**src/rtl/semaforo_sensor_cond.sv**
```systemverilog
`default_nettype none
// ============================================================================
// Module      : semaforo_sensor_cond
// Description : Input conditioning in front of the traffic-light controller.
//               It synchronises and debounces four raw asynchronous field
//               inputs (street sensors A/B, parade button P, release button R).
//               It delivers clean levels for TA/TB and single-cycle pulses
//               for P/R.
// Revision    : 1.0 - initial release
// ----------------------------------------------------------------------------
// Parameters
//   SYNC_STAGES      synchroniser depth per input (>= 2)
//   DEBOUNCE_CYCLES  consecutive cycles a new synced value must hold (>= 1)
// Ports
//   clk      in   system clock, all state on rising edge
//   rst_n    in   asynchronous active-low reset
//   ta_raw   in   raw street-A sensor (asynchronous)
//   tb_raw   in   raw street-B sensor (asynchronous)
//   p_raw    in   raw parade-mode button (asynchronous)
//   r_raw    in   raw parade-release button (asynchronous)
//   ta       out  debounced level of ta_raw
//   tb       out  debounced level of tb_raw
//   p_pulse  out  one-cycle pulse on debounced rising edge of p_raw
//   r_pulse  out  one-cycle pulse on debounced rising edge of r_raw
//   p_mode   out  (PARADE_HOLD_EN only) set by p_pulse, cleared by r_pulse
// Configuration
//   PARADE_HOLD_EN  when defined, adds the p_mode output and its hold logic
// ============================================================================
module semaforo_sensor_cond #(
  parameter int SYNC_STAGES     = 2,
  parameter int DEBOUNCE_CYCLES = 16
) (
  input  logic clk,
  input  logic rst_n,
  input  logic ta_raw,
  input  logic tb_raw,
  input  logic p_raw,
  input  logic r_raw,
  output logic ta,
  output logic tb,
  output logic p_pulse,
  output logic r_pulse
`ifdef PARADE_HOLD_EN
  ,
  output logic p_mode
`endif
);

  localparam int CNT_W = $clog2(DEBOUNCE_CYCLES + 1);
  localparam logic [CNT_W-1:0] CNT_MAX = CNT_W'(DEBOUNCE_CYCLES - 1);

  // Channel order: 0 = A sensor, 1 = B sensor, 2 = parade, 3 = release
  logic [3:0] raw_vec;
  logic [3:0] filt;
  logic [3:2] rise;

  assign raw_vec = {r_raw, p_raw, tb_raw, ta_raw};

  for (genvar i = 0; i < 4; i++) begin : g_chan
    logic [SYNC_STAGES-1:0] sync;
    logic [CNT_W-1:0]       cnt;
    logic                   level;
    logic                   s;

    assign s       = sync[SYNC_STAGES-1];
    assign filt[i] = level;

    always_ff @(posedge clk or negedge rst_n) begin
      if (!rst_n) begin
        sync  <= '0;
        cnt   <= '0;
        level <= 1'b0;
      end else begin
        sync <= {sync[SYNC_STAGES-2:0], raw_vec[i]};
        if (s == level) begin
          // Any excursion shorter than the debounce window is forgotten here.
          cnt <= '0;
        end else if (cnt == CNT_MAX) begin
          level <= s;
          cnt   <= '0;
        end else begin
          cnt <= cnt + CNT_W'(1);
        end
      end
    end

    // Button channels need to know, one edge early, that the filtered level
    // is about to rise so the pulse lands in the same cycle as the level.
    if (i >= 2) begin : g_edge
      assign rise[i] = s & ~level & (cnt == CNT_MAX);
    end
  end

  assign ta = filt[0];
  assign tb = filt[1];

  // Release wins over parade when both would fire in the same cycle.
  always_ff @(posedge clk or negedge rst_n) begin
    if (!rst_n) begin
      p_pulse <= 1'b0;
      r_pulse <= 1'b0;
    end else begin
      p_pulse <= rise[2] & ~rise[3];
      r_pulse <= rise[3];
    end
  end

`ifdef PARADE_HOLD_EN
  // Follows the registered pulses, so it changes one cycle after them.
  always_ff @(posedge clk or negedge rst_n) begin
    if (!rst_n) begin
      p_mode <= 1'b0;
    end else if (r_pulse) begin
      p_mode <= 1'b0;
    end else if (p_pulse) begin
      p_mode <= 1'b1;
    end
  end
`endif

endmodule
`default_nettype wire

```
**config.mk**
```make
export PLATFORM = sky130hd
export DESIGN_NAME = semaforo_sensor_cond
export DESIGN_NICKNAME = d
export VERILOG_FILES = /design/src/rtl/semaforo_sensor_cond.sv
export SDC_FILE = /design/constraint.sdc
export NUM_CORES = 1
export LEC_CHECK = 0
export ABC_AREA = 1
export CAP_MARGIN = 20
export CORE_ASPECT_RATIO = 1.2
export CORE_UTILIZATION = 50
export CTS_BUF_LIST = sky130_fd_sc_hd__clkbuf_4
export DETAILED_ROUTE_END_ITERATION = 16
export PLACE_DENSITY = 0.7
export SKIP_CTS_REPAIR_TIMING = 1
export SYNTH_ARGS = -nofsm -noshare
export SYNTH_HDL_FRONTEND = slang
export SYNTH_SLANG_ARGS = --single-unit
```
**constraint.sdc**
```tcl
create_clock -name clk -period 1.5 [get_ports clk]
set_input_delay 0.15 -clock clk [delete_from_list [all_inputs] [get_ports clk]]
set_output_delay 0.15 -clock clk [all_outputs]
set_load 0.02 [all_outputs]
```
==> out/results.ini <==
[run_status]
status=completed

[logic_synthesis]
yosysMostFrequentCell=dfrtp_1
synth_adder_area_share=0.0541
synth_edf_count=0
yosys.area.top_type_share=0.613
synthFlopType=dfrtp_1
synthCells=138
synth_xor_area_frac=0.0252
synthSimpleGateAreaFrac=0.228
yosysTopAreaCell=dfrtp_1
synthTopCellsByArea=dfrtp_1, nand2_1, ha_1, inv_1, nor2_1
synthesis.nets=150
synthMuxAreaShare=0
synth_cell_type_count=16
syn_avg_cell_area_sq_um=10.1
synth_area_sq_mm=0.00139
netlist_top_cells_count=dfrtp_1, nand2_1, inv_1
synth_top_family_by_area=simple AND/OR/NAND/NOR gates
async_reset_ff_frac=1.00
ys_seq_area_frac=0.613
synth-compound-area-share=0.0252
synth-seq-cells=34
ys_warn_count=0

[cts]
clkLatencyLatePin_ns=0.32
clkSlewWorstSetupHoldPaths_ns=0.09
cts_made_buffers=5
htree_levels=2
cts.sinks=34
root_buffer=clkbuf_4
clk_path_buf_depth=2
cts_tree=built

[floorplanning]
die_w_um=50.1
core_region_area_sq_mm=0.00258
initial_core_util=0.538
io_pins=10
die-area_sq_mm=0.00299
die_height_um=59.7
placementRows=20

[route]
dr_wl_met2_um=947
initialDrtViolationCount=11
drt-met1-wl_um=831
drt_first_pass_iters=4
ant_nets=0
via_count=910
route.met3.wl_um=74
route.detailed.drc=0
wire_per_inst_um=10.1
top_layer=met4
totalWireLength_um=1900
via_per_inst=4.84

[critical_path]
reg2reg_depth=6
crit_slowest_cell=clkdlybuf4s50_1
path_delay_family=buffers and inverters
worst-r2r-setup-slack_ns=0.34
r2r_start=g_chan[0].cnt[0]$_DFF_PN0_
crit_path_start_kind=flip-flop
end_kind=output pin
worstPathRequired_ns=1.35
rr_endpoint=g_chan[0].cnt[0]$_DFF_PN0_
critPathArrivalTime_ns=1.25
critPathMaxStageDelay_ns=0.59
critPathKind=flip-flop to output pin
critPathMaxFanout=1
path_cells=clkdlybuf4s50_1
critPathBufInv=1

[place]
dp.cells=181
hpwlAfterDp_um=1400
placed_area_sq_mm=0.00153
io_buffers=9
gp_congestion=0.761

[pwr]
irDropWorstVdd_uv=694
p_leak_nw=0.823
power.density_mw_per_mm2=978

[job]
max_cap_violations=0

[grt]
grt-ovfl-total=0
antenna_found_initial=0
grt_max_degree=35
grt_pass1_vias=863
grt_use_total=0.165
grt_pass1_wl_um=3390

[sta]
hold_viol_final=0
clock_skew_ns=0.00413
clock.fmax_ghz=0.714
setup_viol=0
tightest_slew_ns=0.408
hold-worst-slack_ns=0.217
slew_headroom=0.728
grt_setup_unrepaired=false
fin_crit_sh=0.934
slew_viol_final=0
setup_tns_ns=0
finalCriticalPeriod_ns=1.40

[min_path]
min_path_type=input port to async pin

[final_layout]
fin_nets=167
drive_above_1_share=0.0903
fin_area_sq_mm=0.00158
final_cells=188
area_growth_pct=14.2
antenna-diode-count=0

[through the flow]
stage,setup WS (ns),power [mW],util
floorplan,0.451,1.05,-
global placement,0.349,1.09,0.592
detailed placement,0.338,1.10,0.592
CTS,-0.0338,1.58,0.613
global route,0.0522,1.63,0.615
finish,0.0996,1.55,0.615
[worst max path at each step]
| stage | startpoint | endpoint | depth (start not counted) |
|---|---|---|---|
| finish | p_pulse$_DFF_PN0_ | p_pulse | 1 |
| global route | r_pulse$_DFF_PN0_ | r_pulse | 1 |
| CTS | ta$_DFFE_PN0P_ | ta | 1 |
| detailed placement | tb$_DFFE_PN0P_ | tb | 1 |
| global placement | tb$_DFFE_PN0P_ | tb | 1 |
| floorplan | g_chan[3].cnt[0]$_DFF_PN0_ | g_chan[3].cnt[0]$_DFF_PN0_ | 6 |
[cells by family (layout without fill, tap and decap cells)]
| logic type | Yosys count | after routing |
|---|---|---|
| and+or+nand+nor | 68 | 68 |
| adders and majority gates | 6 | 6 |
| DFF | 34 | 34 |
| AOI/OAI and AO/OA | 6 | 6 |
| buffers and inverters | 20 | 37 |
| xor gates and xnor gates | 4 | 4 |
[power by group]
part,internal [mW],switching [mW],leakage [nW]
Combinational,0.0389,0.0518,0.345
Clock,0.213,0.262,0.0322
Sequential,0.952,0.0307,0.446
Total,1.20,0.345,0.823
[cell usage in the layout (no fill, tap or decap)]
cell and count:
dlymetal6s2s_1 2, xor2_1 2, nor2_4 3, inv_1 20, o211ai_1 2, nand3_1 9, xnor2_1 2, nand2_2 2
nand2_1 27, a21oi_1 2, nor2_2 1, nor2_1 16, nand4_1 6, dfrtp_1 34, clkdlybuf4s50_1 7, ha_1 6
nor3_1 4, buf_4 1, o21ai_0 2, clkbuf_4 7
[layout make-up]
class	count	area (sq um)
Tap cell	33	41.3
Fill cell	214	993
Sequential cell	34	851
Inverter	20	75.1
Timing Repair Buffer	10	103
Multi-Input combinational cell	84	462
Clock buffer	7	52.6
[sequential cells by signal, indices dropped and copies added (netlist names)]
signal	cells
g_chan.cnt	20
r_pulse	1
tb	1
g_chan.level	2
ta	1
p_pulse	1
g_chan.sync	8
[layer usage]
metal	vias up	track usage
met5	-	0
met4	0	0.110
met3	5	0.0763
met2	15	0.274
met1	419	0.165
li1	471	-
Power figures use the tool's default switching activity.
